--- config.mk ---
export PLATFORM = sky130hd
export DESIGN_NAME = count_mode_sequencer_flat
export DESIGN_NICKNAME = d
export VERILOG_FILES = /design/src/rtl/count_mode_sequencer_pkg.sv /design/src/rtl/count_mode_sequencer_if.sv /design/src/rtl/count_mode_sequencer_button_debounce.sv /design/src/rtl/count_mode_sequencer.sv /design/src/flat_wrapper.sv
export SDC_FILE = /design/constraint.sdc
export NUM_CORES = 1
export LEC_CHECK = 0
export ABC_AREA = 1
export BUFFER_PORTS_ARGS = -buffer_cell sky130_fd_sc_hd__buf_2
export CAP_MARGIN = 20
export CORE_MARGIN = 2
export CORE_UTILIZATION = 55
export CTS_BUF_LIST = sky130_fd_sc_hd__clkbuf_8 sky130_fd_sc_hd__clkbuf_16
export CTS_CLUSTER_SIZE = 40
export DETAILED_ROUTE_END_ITERATION = 10
export PLACE_DENSITY = 0.69
export SETUP_SLACK_MARGIN = 0.5
export SYNTH_ARGS = -nofsm -noshare
export SYNTH_HDL_FRONTEND = slang
export SYNTH_SLANG_ARGS = --single-unit
--- constraint.sdc ---
create_clock -name iClk -period 2.8 [get_ports iClk]
set_clock_uncertainty 0.15 [all_clocks]
set_input_delay 0.42 -clock iClk [delete_from_list [all_inputs] [get_ports iClk]]
set_output_delay 0.42 -clock iClk [all_outputs]
set_load 0.05 [all_outputs]
--- src/rtl/count_mode_sequencer_pkg.sv ---
// Shared encodings for the counter-input select, the sequencer FSM and the
// mode-advance rule used by count_mode_sequencer.
package count_mode_sequencer_pkg;

    localparam int NUM_MODES = 5;

    typedef enum logic [2:0] {
        SEL_STOP = 3'd0,
        SEL_CLK  = 3'd1,
        SEL_ANY  = 3'd2,
        SEL_NEG  = 3'd3,
        SEL_POS  = 3'd4
    } selT;

    typedef enum logic {
        ST_RUN    = 1'b0,
        ST_SETTLE = 1'b1
    } stateT;

    // Out-of-range inputs fold back to STOP so the select can never exceed 4.
    function automatic selT nextMode(input selT mode);
        case (mode)
            SEL_STOP: return SEL_CLK;
            SEL_CLK:  return SEL_ANY;
            SEL_ANY:  return SEL_NEG;
            SEL_NEG:  return SEL_POS;
            default:  return SEL_STOP;
        endcase
    endfunction

endpackage

--- src/rtl/count_mode_sequencer_if.sv ---
// Front-panel bundle: raw buttons and overflow in, mux select, clear and
// mode LEDs out. The sequencer takes the slave side.
interface count_mode_sequencer_if;
    import count_mode_sequencer_pkg::*;

    logic                 iBtnMode;
    logic                 iBtnClear;
    logic                 iOverflow;
    logic [2:0]           ovSel;
    logic                 oClear;
    logic [NUM_MODES-1:0] ovModeLeds;
    logic                 oBusy;

    modport master (
        output iBtnMode, iBtnClear, iOverflow,
        input  ovSel, oClear, ovModeLeds, oBusy
    );

    modport slave (
        input  iBtnMode, iBtnClear, iOverflow,
        output ovSel, oClear, ovModeLeds, oBusy
    );

endinterface

--- src/rtl/count_mode_sequencer_button_debounce.sv ---
// Push-button front end: 2-flop synchronizer, stable-level debouncer and a
// registered one-cycle pulse on each accepted press.
module button_debounce #(
    parameter int DEBOUNCE_CYCLES = 500000,
    parameter int DB_W            = 20
) (
    input  logic iClk,
    input  logic iReset,
    input  logic iBtn,
    output logic oPress
);

    localparam logic [DB_W-1:0] DB_LAST = DB_W'(DEBOUNCE_CYCLES - 1);

    logic            sync1;
    logic            sync2;
    logic            level;
    logic            levelDly;
    logic            armed;
    logic [1:0]      validPipe;
    logic [DB_W-1:0] dbCnt;

    // A button held through reset must be seen released before it can
    // produce a press; validPipe masks the reset zeros still in the
    // synchronizer so they do not count as a release.
    always_ff @(posedge iClk or posedge iReset) begin
        if (iReset) begin
            sync1     <= 1'b0;
            sync2     <= 1'b0;
            level     <= 1'b0;
            levelDly  <= 1'b0;
            armed     <= 1'b0;
            validPipe <= 2'b00;
            dbCnt     <= '0;
            oPress    <= 1'b0;
        end else begin
            sync1     <= iBtn;
            sync2     <= sync1;
            validPipe <= {validPipe[0], 1'b1};
            if (validPipe[1] && !sync2) begin
                armed <= 1'b1;
            end
            if (sync2 != level) begin
                if (dbCnt == DB_LAST) begin
                    level <= sync2;
                    dbCnt <= '0;
                end else begin
                    dbCnt <= dbCnt + DB_W'(1);
                end
            end else begin
                dbCnt <= '0;
            end
            levelDly <= level;
            oPress   <= level & ~levelDly & armed;
        end
    end

endmodule

--- src/rtl/count_mode_sequencer.sv ---
// Counter-input mode sequencer with a STOP settle window on every change.
// Optional AUTOSTOP_EN: counter overflow forces the mode back to STOP.
//
// state     | meaning
// ST_RUN    | select drives the committed mode, MODE press starts a change
// ST_SETTLE | select held at STOP for SETTLE_CYCLES, then target committed
module count_mode_sequencer
    import count_mode_sequencer_pkg::*;
#(
    parameter int DEBOUNCE_CYCLES = 500000,
    parameter int DB_W            = 20,
    parameter int SETTLE_CYCLES   = 2
) (
    input logic                  iClk,
    input logic                  iReset,
    count_mode_sequencer_if.slave bus
);

    localparam int SW = (SETTLE_CYCLES > 1) ? $clog2(SETTLE_CYCLES) : 1;
    localparam logic [SW-1:0] SETTLE_LAST = SW'(SETTLE_CYCLES - 1);

    logic modePress;
    logic clearPress;
    logic ovfLive;

    stateT                state;
    stateT                stateNext;
    selT                  mode;
    selT                  modeNext;
    selT                  target;
    selT                  targetNext;
    logic [SW-1:0]        settleCnt;
    logic [SW-1:0]        cntNext;
    selT                  sel;
    selT                  selNext;
    logic                 busy;
    logic                 busyNext;
    logic                 clearReg;
    logic [NUM_MODES-1:0] leds;
    logic [NUM_MODES-1:0] ledsNext;

    button_debounce #(
        .DEBOUNCE_CYCLES (DEBOUNCE_CYCLES),
        .DB_W            (DB_W)
    ) uModeBtn (
        .iClk   (iClk),
        .iReset (iReset),
        .iBtn   (bus.iBtnMode),
        .oPress (modePress)
    );

    button_debounce #(
        .DEBOUNCE_CYCLES (DEBOUNCE_CYCLES),
        .DB_W            (DB_W)
    ) uClearBtn (
        .iClk   (iClk),
        .iReset (iReset),
        .iBtn   (bus.iBtnClear),
        .oPress (clearPress)
    );

`ifdef AUTOSTOP_EN
    assign ovfLive = bus.iOverflow;
`else
    logic unusedOverflow;
    assign unusedOverflow = bus.iOverflow;
    assign ovfLive        = 1'b0;
`endif

    always_comb begin
        stateNext  = state;
        modeNext   = mode;
        targetNext = target;
        cntNext    = settleCnt;
        case (state)
            ST_RUN: begin
                // An overflow stop takes priority and swallows a coincident press.
                if (ovfLive && mode != SEL_STOP) begin
                    modeNext = SEL_STOP;
                end else if (modePress) begin
                    targetNext = nextMode(mode);
                    cntNext    = '0;
                    stateNext  = ST_SETTLE;
                end
            end
            ST_SETTLE: begin
                if (ovfLive) begin
                    targetNext = SEL_STOP;
                end
                if (settleCnt == SETTLE_LAST) begin
                    modeNext  = targetNext;
                    stateNext = ST_RUN;
                end else begin
                    cntNext = settleCnt + SW'(1);
                end
            end
        endcase
        selNext  = (stateNext == ST_SETTLE) ? SEL_STOP : modeNext;
        busyNext = (stateNext == ST_SETTLE);
        ledsNext = NUM_MODES'(1) << modeNext;
    end

    always_ff @(posedge iClk or posedge iReset) begin
        if (iReset) begin
            state     <= ST_RUN;
            mode      <= SEL_STOP;
            target    <= SEL_STOP;
            settleCnt <= '0;
            sel       <= SEL_STOP;
            busy      <= 1'b0;
            clearReg  <= 1'b0;
            leds      <= NUM_MODES'(1);
        end else begin
            state     <= stateNext;
            mode      <= modeNext;
            target    <= targetNext;
            settleCnt <= cntNext;
            sel       <= selNext;
            busy      <= busyNext;
            clearReg  <= clearPress;
            leds      <= ledsNext;
        end
    end

    assign bus.ovSel      = sel;
    assign bus.oClear     = clearReg;
    assign bus.ovModeLeds = leds;
    assign bus.oBusy      = busy;

endmodule

--- src/flat_wrapper.sv ---
// flat-port wrapper written by rule: the top's interface ports become plain ports
module count_mode_sequencer_flat import count_mode_sequencer_pkg::*;
#(
    parameter int DEBOUNCE_CYCLES = 500000,
    parameter int DB_W            = 20,
    parameter int SETTLE_CYCLES   = 2
)
  (iClk, iReset, bus_iBtnMode, bus_iBtnClear, bus_iOverflow, bus_ovSel, bus_oClear, bus_ovModeLeds, bus_oBusy);
  count_mode_sequencer_if bus_i ();
  input logic iClk;
  input logic iReset;
  input wire logic [$bits(bus_i.iBtnMode)-1:0] bus_iBtnMode;
  input wire logic [$bits(bus_i.iBtnClear)-1:0] bus_iBtnClear;
  input wire logic [$bits(bus_i.iOverflow)-1:0] bus_iOverflow;
  output wire logic [$bits(bus_i.ovSel)-1:0] bus_ovSel;
  output wire logic [$bits(bus_i.oClear)-1:0] bus_oClear;
  output wire logic [$bits(bus_i.ovModeLeds)-1:0] bus_ovModeLeds;
  output wire logic [$bits(bus_i.oBusy)-1:0] bus_oBusy;
  assign bus_i.iBtnMode = bus_iBtnMode;
  assign bus_i.iBtnClear = bus_iBtnClear;
  assign bus_i.iOverflow = bus_iOverflow;
  assign bus_ovSel = bus_i.ovSel;
  assign bus_oClear = bus_i.oClear;
  assign bus_ovModeLeds = bus_i.ovModeLeds;
  assign bus_oBusy = bus_i.oBusy;
  count_mode_sequencer #(.DEBOUNCE_CYCLES(DEBOUNCE_CYCLES), .DB_W(DB_W), .SETTLE_CYCLES(SETTLE_CYCLES)) u_core (.iClk(iClk), .iReset(iReset), .bus(bus_i));
endmodule
==> reports/metrics.cfg, run 1 <==
[logic_synthesis]
synth_mux_area_frac = 0
synth_top_family_by_area = simple AND/OR/NAND/NOR gates
synth_edf_count = 0
synth.most_common_cell = nor2_1
synth-compound-area-share = 0.0428
synth_fa_ha_area_frac = 0.00719
syn_avg_cell_area_um2 = 8.39
synth_common_cells = 88 x nor2_1, 75 x nand2_1, 70 x dfrtp_1
ys_seq_elements = 71
seq_area_frac_synth = 0.511
syn_area_um2 = 3480
yosys.area.top_type_share = 0.503
ys_top_cells_by_area = dfrtp_1 50%, nor2_1 9.5%, nand2_1 8.1%
synth-xor-area-share = 0.0474
ys_async_sr_fraction = 1.00
synth_ff_type = dfrtp_1
syn_nets = 422
yosysTopAreaCell = dfrtp_1
yosys.area_share.simple = 0.333
synthDistinctLibCells = 33
postSynthCellCount = 415
yosys_warnings = 0

[setup_path]
crit_type = flip-flop to flip-flop
crit_chain = ha_1 > nand2_1 > nor2_4 > nand2_1 > nand3b_1 > nand2_2 > nor2_1
cp.arrival_ps = 1770
critPathTopFamily = simple AND/OR/NAND/NOR gates
crit_required_ps = 2880
cpPeakStageDelay_ps = 370
endpoint_kind = flip-flop
cp_slowest_cell = dfrtp_1
cpMostUsedCell = nand2_1
crit_buf_inv = 0
crit_fanout = 6
worstSetupStartpointType = flip-flop

[die]
core.rowCount = 28
start_util = 0.578
num_io_pins = 15
fp.dieW_um = 83.6
coreArea_um2 = 6030
die_area_um2 = 6980
die_y_um = 83.6

[route]
drt-initial-drc-count = 124
dr.pass1.iters = 5
drc_errors = 0
wire_per_inst_um = 12.3
drt_wl_total_um = 6420
via_per_inst = 5.06
vias = 2636
ant_nets = 0

[timing]
finalHoldViolCount = 0
fmax_ghz = 0.593
rsz0062_at_grt = no
fin_crit_sh = 0.602
finalSetupViolCount = 0
post-route-min-period_ps = 1690
finalMaxSlewViolations = 0
setup_tns_ps = 0

[cells_and_area]
fin_nets = 448
regArea_um2 = 1780
nFillCells = 521
stdcell_area_um2 = 3900
diodes = 0
drive_gt1_frac = 0.168
syn_to_final_growth_pct = 12.1
multi_input_area_um2 = 1500

[clocking]
cts-htree-levels = 3
cts_hold_buffers = 0
path_clk_slew_ps = 70
post_cts_buffers = 0
clk_path_buf_depth = 2
ctsResizeCount = 0
cts_made_buffers = 9
cts_root_buf = clkbuf_8
cts.sinks = 71
clkLatencyLatePin_ps = 350
cts_tree = yes

[pwr]
ir_drop_mv = 0.334
power.density_nw_per_um2 = 513
p_leak_nw = 1.81

[global_route]
grt.total_usage = 0.206
grt_pass1_vias = 2523
antenna_found_initial = 0
grt-ovfl-total = 0
grt_max_degree = 45
grt_first_pass_wirelength_um = 11400

[run]
cap_viol_max_count = 0

[place]
place_congestion = 0.982
hpwl_um = 4680
io_buffers = 13
placed_area_um2 = 3650

[worst_hold_path]
hold_class = primary input to flip-flop

[run_status]
status = completed

[cell type report]
| type | instances | area share |
|---|---|---|
| sequential | 71 | 0.456 |
| clock buffer | 10 | 0.0353 |
| inverter | 51 | 0.0500 |
| timing repair buffer | 17 | 0.0282 |
| multi-input combinational | 291 | 0.385 |
| clock inverter | 6 | 0.0218 |
| tap | 75 | 0.0241 |
[state kept, by name, summed over array words and instances (netlist names), 3 cells and up]
| signal | flops |
|---|---|
| u_core.bus.ovModeLeds | 5 |
| u_core.bus.ovSel | 3 |
| u_core.mode | 3 |
| u_core.target | 3 |
| u_core.uClearBtn.dbCnt | 20 |
| u_core.uModeBtn.dbCnt | 20 |
[worst reg2reg max path, delay by kind of cell, from the launching register on]
kind	cells	cell delay, ps
flops	1	370
simple gates	6	870
fa+ha+maj	1	190
[power breakdown]
group          switching, mW  internal [mW]  total [mW]
logic                 0.0402         0.0156      0.0558
registers            0.00664           1.04        1.04
clock network          0.381          0.522       0.903
[path summary, 6_finish.rpt]
check	start	to	slack (ps)	depth (start not counted)
max in group asynchronous	iReset	u_core.uModeBtn.dbCnt[2]$_DFF_PP0_	1480	5
worst min-delay path	bus_iBtnMode	u_core.uModeBtn.sync1$_DFF_PP0_	30	1
worst max-delay path	u_core.uClearBtn.dbCnt[0]$_DFF_PP0_	u_core.uClearBtn.dbCnt[18]$_DFF_PP0_	1110	7
min in group asynchronous	iReset	u_core.uClearBtn.dbCnt[6]$_DFF_PP0_	360	3
worst min register to register	u_core.uModeBtn.sync1$_DFF_PP0_	u_core.uModeBtn.sync2$_DFF_PP0_	200	0
worst max register to register	u_core.uClearBtn.dbCnt[0]$_DFF_PP0_	u_core.uClearBtn.dbCnt[18]$_DFF_PP0_	1110	7
[placed cells by master (no fill, tap or decap), types with 2 or more instances in the layout]
master,netlist,layout
nand2_2,9,9
nor2_2,6,6
bufinv_16,0,2
ha_1,2,2
nand2_1,75,75
nand4_1,9,9
clkbuf_8,0,10
o21bai_2,2,2
o21ai_1,7,7
xor2_1,12,12
nor3_2,3,3
inv_2,9,9
dfrtp_1,70,70
a21o_1,2,2
a21oi_1,3,3
nand3b_1,2,2
clkinvlp_4,0,2
inv_1,42,42
xnor2_1,5,5
o21ai_0,6,6
nor3_1,2,2
nand3_1,34,34
nor2_4,8,8
nor2_1,88,88
buf_4,0,2
nor3b_1,5,5
nand3_2,2,2
buf_2,2,13
or2_1,2,2
[logic make-up after synthesis]
group           count (synthesis)
fa+ha+maj                       2
simple gates                  246
compound gates                 24
flops                          71
xor+xnor                       18
buf+inv                        53
other cells                     1
[layer usage]
| layer | share of wire | GRT usage | routed length [µm] | vias up |
|---|---|---|---|---|
| met5 | 0 | 0 | 0 | - |
| met4 | 0.017 | 0.0733 | 108 | 0 |
| met3 | 0.043 | 0.0584 | 278 | 12 |
| met2 | 0.46 | 0.321 | 2960 | 54 |
| met1 | 0.48 | 0.278 | 3070 | 1215 |
| li1 | - | - | - | 1355 |
[metrics by stage]
step	hold WS (ps)	util	power (mW)	std cells	worst slack, ps
after floorplan	181	-	1.10	415	1190
after global placement	183	0.605	1.12	503	1130
after detailed placement	185	0.605	1.12	503	1130
after CTS	12.3	0.642	2.03	519	1100
after global routing	3.08	0.647	2.09	521	912
final	28.4	0.647	2.00	521	1110
Note: power is estimated with default switching activity, not from simulation.
==> inputs of run 2 (changes only) <==
clock period = 1.7 ns   (was 2.8 ns; I/O delays follow)
==> run 2 against run 1 <==
  * Die area unchanged
  * First-iteration DRC count up 47%
  * Sequential share of layout area down 8.5 points
  * Power up 60%
  * Final cell count up 9.0%
  * Sequential power up 65%
  * Utilization up 15 points
  * Via count up 15%
  * Clock power up 47%
  * Clock-buffer cell count down 1
  * Non-clock buffer count up 47
  * Register-to-register slack worse by 1100 ps
  * Largest cell class is now multi-input combinational cells
==> reports/metrics.cfg, run 2 (synthesis gave the netlist of run 1 again) <==
[run_status]
status = completed  ; unchanged

[global_route]
grt_pass1_vias = 2841  ; was 2523
grt-ovfl-total = 0  ; unchanged
grt_max_degree = 60  ; was 45
antenna_found_initial = 0  ; unchanged
grt.total_usage = 0.230  ; was 0.206
grt_first_pass_wirelength_um = 12900  ; was 11400 µm

[clocking]
cts-htree-levels = 3  ; unchanged
cts.sinks = 71  ; unchanged
cts_root_buf = clkbuf_8  ; unchanged
clk_path_buf_depth = 2  ; unchanged
clkLatencyLatePin_ps = 340  ; was 350 ps
cts_made_buffers = 9  ; unchanged
cts_tree = yes  ; unchanged
path_clk_slew_ps = 70  ; about the same

[timing]
setup_tns_ps = 0  ; unchanged
fmax_ghz = 0.608  ; was 0.593 GHz
finalHoldViolCount = 0  ; unchanged
finalSetupViolCount = 0  ; unchanged
post-route-min-period_ps = 1640  ; was 1690 ps
fin_crit_sh = 0.967  ; was 0.602
layout_setup_ws_ps = 55.7  ; was 1110 ps
rsz0062_at_grt = yes  ; was no
finalMaxSlewViolations = 0  ; unchanged

[worst_hold_path]
min_to = u_core.uClearBtn.validPipe[1]$_DFF_PP0_  ; was u_core.uModeBtn.sync1$_DFF_PP0_
hold_class = flip-flop to flip-flop  ; was primary input to flip-flop
worst_hold_path.num_cells = 0  ; was 1
hold_start = u_core.uModeBtn.validPipe[0]$_DFF_PP0_  ; was bus_iBtnMode

[die]
coreArea_um2 = 6030  ; unchanged
core.rowCount = 28  ; unchanged
die_area_um2 = 6980  ; unchanged
die_y_um = 83.6  ; unchanged
start_util = 0.578  ; unchanged
num_io_pins = 15  ; unchanged
fp.dieW_um = 83.6  ; unchanged

[setup_path]
cpPeakStageDelay_ps = 370  ; about the same
crit_required_ps = 1820  ; was 2880 ps
cpMostUsedCell = nand2_1  ; unchanged
cp_slowest_cell = dfrtp_1  ; unchanged
critPathTopFamily = simple AND/OR/NAND/NOR gates  ; unchanged
crit_type = flip-flop to flip-flop  ; unchanged
cp.arrival_ps = 1760  ; was 1770 ps
endpoint_kind = flip-flop  ; unchanged
crit_fanout = 4  ; was 6
crit_buf_inv = 1  ; was 0
worstRegToRegCells = 10  ; was 7
worstSetupStartpointType = flip-flop  ; unchanged
reg2reg_to = u_core.uClearBtn.dbCnt[18]$_DFF_PP0_  ; unchanged
r2r_slack_ps = 60  ; was 1110 ps
crit_chain = ha_2 > nand2_2 > nor2_4 > buf_12 > nand2_8 > nor2_4 > nand2_1 > nand2_1 > nand2_1 > nor2_1  ; was ha_1 > nand2_1 > nor2_4 > nand2_1 > nand3b_1 > nand2_2 > nor2_1
r2r-start = u_core.uClearBtn.dbCnt[0]$_DFF_PP0_  ; unchanged

[cells_and_area]
drive_gt1_frac = 0.391  ; was 0.168
mostFrequentLayoutCells = 67 x nor2_1, 64 x nand2_1, 62 x dfrtp_1, 34 x buf_4, 33 x inv_1  ; was 88 x nor2_1, 75 x nand2_1, 70 x dfrtp_1, 42 x inv_1, 34 x nand3_1
fin_nets = 495  ; was 448
diodes = 0  ; unchanged
instances_no_fill = 568  ; was 521
final_common_cell = nor2_1  ; unchanged
syn_to_final_growth_pct = 38.5  ; was 12.1%

[place]
place_ws_ps = 95.2  ; was 1130 ps
io_buffers = 13  ; unchanged
place_congestion = 0.886  ; was 0.982
hpwl_um = 4710  ; was 4680 µm
placedCellCount = 503  ; unchanged

[route]
via_per_inst = 5.32  ; was 5.06
drt-initial-drc-count = 182  ; was 124
dr.pass1.iters = 5  ; unchanged
drc_errors = 0  ; unchanged
ant_nets = 0  ; unchanged
wire_per_inst_um = 14.8  ; was 12.3 µm
drt_wl_total_um = 8420  ; was 6420 µm
vias = 3020  ; was 2636

[pwr]
p_leak_nw = 2.17  ; was 1.81 nW
ir_drop_mv = 0.701  ; was 0.334 mV
power.density_nw_per_um2 = 665  ; was 513 nW/µm²
power_mw = 3.21  ; was 2.00 mW

[run]
cap_viol_max_count = 0  ; unchanged

-- run 2: cell count changes in the layout (fill, tap and decap cells not counted), sizes merged --
cell         delta
dlygate4sd3     +2
bufinv          -1
clkinv          +3
buf            +44
inv             -1
-- run 2: what timing repair did --
action	CTS	global route
pin swaps	29	36
setup buffers	25	20
gates cloned	0	1
setup endpoints to repair	61	126
gates resized for setup	65	53
endpoints found under the hold margin	14	0
hold buffers	3	0
-- run 2: how the worst max path moves through the flow --
stage / from / depth (start not counted) / end / slack (ps)
after global placement: u_core.uClearBtn.dbCnt[0]$_DFF_PP0_ / 7 / u_core.uClearBtn.dbCnt[8]$_DFF_PP0_ / 130
after detailed placement: u_core.uClearBtn.dbCnt[0]$_DFF_PP0_ / 7 / u_core.uClearBtn.dbCnt[5]$_DFF_PP0_ / 100
final: u_core.uClearBtn.dbCnt[0]$_DFF_PP0_ / 10 / u_core.uClearBtn.dbCnt[18]$_DFF_PP0_ / 60
after global routing: u_core.uClearBtn.dbCnt[0]$_DFF_PP0_ / 7 / u_core.uClearBtn.dbCnt[3]$_DFF_PP0_ / -20
after floorplan: u_core.uClearBtn.dbCnt[0]$_DFF_PP0_ / 7 / u_core.uClearBtn.dbCnt[8]$_DFF_PP0_ / 260
after CTS: u_core.uClearBtn.dbCnt[1]$_DFF_PP0_ / 7 / u_core.uClearBtn.dbCnt[8]$_DFF_PP0_ / 140
-- run 2: layout make-up --
cell class | count | area [µm²]
well taps | 75 | 93.8
repair buffers | 64 | 622
inverters | 51 | 213
clock buffers | 9 | 124
fillers | 376 | 1200
clock inverters | 7 | 73.8
multi-input cells | 291 | 1910
flip-flops and latches | 71 | 1790
-- run 2: power by group --
part           total, mW  switching, mW  internal, mW  leakage, nW
clock               1.33          0.650         0.679       0.0992
sequential          1.72         0.0169          1.71        0.946
combinational      0.154         0.0893        0.0643         1.13
total               3.21          0.756          2.45         2.17
-- run 2: stage by stage --
step	hold slack [ps]	utilization	instance area, µm²
2_1_floorplan	136	-	3590
3_3_place_gp	78.0	0.624	3760
3_5_place_dp	83.8	0.624	3760
4_1_cts	199	0.733	4410
5_1_grt	212	0.800	4820
6_report	204	0.800	4820
-- run 2: routing by layer --
metal	part of all wire	vias up	wire length (µm)	GRT usage
li1	-	1453	-	-
met1	0.41	1450	3480	0.295
met2	0.52	97	4350	0.370
met3	0.043	20	359	0.0485
met4	0.028	0	236	0.119
met5	0	-	0	0
==> inputs of run 3 (changes only) <==
PLACE_DENSITY = 0.74   (was 0.69)
clock period = 1.9 ns   (was 1.7 ns; I/O delays follow)
==> run 3 against run 2 <==
  * Critical endpoint is now u_core.uClearBtn.dbCnt[5]$_DFF_PP0_
  * First-iteration DRC count grew 19%
  * Cell area shrank 8.5%
  * Global-route usage shrank 0.63 points
  * Combinational power shrank 25%
  * Non-clock buffer count shrank 20
  * Clock-buffer cell count is the same
  * Routed wire length shrank 6.9%
  * Final cell count shrank 3.5%
  * Via count shrank 2.8%
  * Sequential power shrank 10%
  * Highest routed layer unchanged
==> reports/metrics.cfg, run 3 (synthesis gave the netlist of run 1 again) <==
[run_status]
status = completed  ; unchanged

[clocking]
clkLatencyLatePin_ps = 340  ; about the same
cts_root_buf = clkbuf_8  ; unchanged
path_clk_slew_ps = 90  ; was 70 ps
cts_tree = yes  ; unchanged
clk_path_buf_depth = 2  ; unchanged
cts_made_buffers = 9  ; unchanged
cts-htree-levels = 3  ; unchanged
cts.sinks = 71  ; unchanged

[timing]
setup_tns_ps = 0  ; unchanged
finalHoldViolCount = 0  ; unchanged
layout_setup_ws_ps = 278  ; was 55.7 ps
fin_crit_sh = 0.854  ; was 0.967
finalMaxSlewViolations = 0  ; unchanged
finalSetupViolCount = 0  ; unchanged
post-route-min-period_ps = 1620  ; was 1640 ps
rsz0062_at_grt = yes  ; unchanged
fmax_ghz = 0.617  ; was 0.608 GHz

[cells_and_area]
finish.utilization = 0.732  ; was 0.800
diodes = 0  ; unchanged
mostFrequentLayoutCells = 74 x nor2_1, 66 x nand2_1, 64 x dfrtp_1, 36 x inv_1, 29 x nand3_1  ; was 67 x nor2_1, 64 x nand2_1, 62 x dfrtp_1, 34 x buf_4, 33 x inv_1
nFillCells = 445  ; was 376
fin_nets = 475  ; was 495
stdcell_area_um2 = 4410  ; was 4820 µm²
syn_to_final_growth_pct = 26.7  ; was 38.5%
final_common_cell = nor2_1  ; unchanged
instances_no_fill = 548  ; was 568
multi_input_area_um2 = 1790  ; was 1910 µm²
regArea_um2 = 1790  ; about the same
drive_gt1_frac = 0.326  ; was 0.391

[route]
vias = 2935  ; was 3020
drt-initial-drc-count = 217  ; was 182
dr.pass1.iters = 5  ; unchanged
ant_nets = 0  ; unchanged
via_per_inst = 5.36  ; was 5.32
drc_errors = 0  ; unchanged
wire_per_inst_um = 14.3  ; was 14.8 µm
drt_wl_total_um = 7830  ; was 8420 µm

[place]
hpwl_um = 4710  ; about the same
placedCellCount = 502  ; was 503
place_congestion = 0.948  ; was 0.886
io_buffers = 13  ; unchanged
place_ws_ps = 270  ; was 95.2 ps
placed_area_um2 = 3690  ; was 3760 µm²

[die]
core.rowCount = 28  ; unchanged
coreArea_um2 = 6030  ; unchanged
die_y_um = 83.6  ; unchanged
fp.dieW_um = 83.6  ; unchanged
start_util = 0.578  ; unchanged
die_area_um2 = 6980  ; unchanged
num_io_pins = 15  ; unchanged

[global_route]
grt_first_pass_wirelength_um = 12600  ; was 12900 µm
grt.total_usage = 0.224  ; was 0.230
grt_pass1_vias = 2769  ; was 2841
grt-ovfl-total = 0  ; unchanged
grt_max_degree = 72  ; was 60
antenna_found_initial = 0  ; unchanged

[run]
cap_viol_max_count = 0  ; unchanged

[pwr]
power.density_nw_per_um2 = 611  ; was 665 nW/µm²
ir_drop_mv = 0.624  ; was 0.701 mV
p_leak_nw = 2.02  ; was 2.17 nW

[worst_hold_path]
hold_class = flip-flop to flip-flop  ; unchanged

[setup_path]
endpoint_kind = flip-flop  ; unchanged
crit_required_ps = 1970  ; was 1820 ps
crit_type = flip-flop to flip-flop  ; unchanged
crit_fanout = 6  ; was 4
cp.arrival_ps = 1690  ; was 1760 ps
r2r_slack_ps = 280  ; was 60 ps
worstSetupStartpointType = flip-flop  ; unchanged

-- run 3: cell types whose count changed in the layout (fill, tap and decap cells not counted), sizes merged --
cell,before,now
inv,50,51
buf,60,41
clkbuf,10,9
clkinv,5,4
bufinv,1,0
clkinvlp,2,3
-- run 3: where the power goes --
| part | switching (mW) | leakage (nW) | internal [mW] | total [mW] |
|---|---|---|---|---|
| clock | 0.575 | 0.0862 | 0.464 | 1.04 |
| combinational | 0.0739 | 0.980 | 0.0410 | 0.115 |
| sequential | 0.0135 | 0.949 | 1.53 | 1.54 |
-- run 3: what timing repair did --
item	in CTS	in global routing
pin swaps	22	33
resized for setup	33	46
buffers inserted	17	10
cloned	0	0
hold endpoints to repair	72	0
hold buffers	3	0
endpoints found under the setup margin	41	49
-- run 3: final timing paths --
kind | cells past startpoint | startpoint | endpoint
min reg2reg | 0 | u_core.uModeBtn.validPipe[0]$_DFF_PP0_ | u_core.uClearBtn.validPipe[1]$_DFF_PP0_
max in group asynchronous | 4 | iReset | u_core.bus.ovModeLeds[0]$_DFF_PP1_
min | 0 | u_core.uModeBtn.validPipe[0]$_DFF_PP0_ | u_core.uClearBtn.validPipe[1]$_DFF_PP0_
min in group asynchronous | 4 | iReset | u_core.uModeBtn.dbCnt[13]$_DFF_PP0_
max reg2reg | 7 | u_core.uClearBtn.dbCnt[0]$_DFF_PP0_ | u_core.uClearBtn.dbCnt[5]$_DFF_PP0_
max | 7 | u_core.uClearBtn.dbCnt[0]$_DFF_PP0_ | u_core.uClearBtn.dbCnt[5]$_DFF_PP0_
-- run 3: critical path, cell delays in order, from the launching register on --
cell	delay, ps
dfrtp_1	360
ha_2	180
nand2_2	70
nor2_4	170
nand2_2	80
nand3b_1	270
nand2_4	160
nor2_1	50
-- run 3: routing by layer --
| layer | share of wire | GRT usage |
|---|---|---|
| met5 | 0 | 0 |
| met4 | 0.016 | 0.0924 |
| met1 | 0.42 | 0.294 |
| met2 | 0.51 | 0.363 |
| met3 | 0.052 | 0.0475 |
-- run 3: area by class of cell --
cell class	instances	share of cell area
flip-flops and latches	71	0.405
well taps	75	0.0213
clock inverters	7	0.00964
repair buffers	44	0.0845
multi-input cells	291	0.406
inverters	51	0.0454
clock buffers	9	0.0281
-- run 3: through the flow --
| stage | power, mW | hold slack, ps |
|---|---|---|
| 4_1_cts | 2.70 | 208 |
| 3_5_place_dp | 1.65 | 190 |
| 3_3_place_gp | 1.65 | 183 |
| 5_1_grt | 2.81 | 212 |
| 6_report | 2.69 | 206 |
| 2_1_floorplan | 1.62 | 166 |
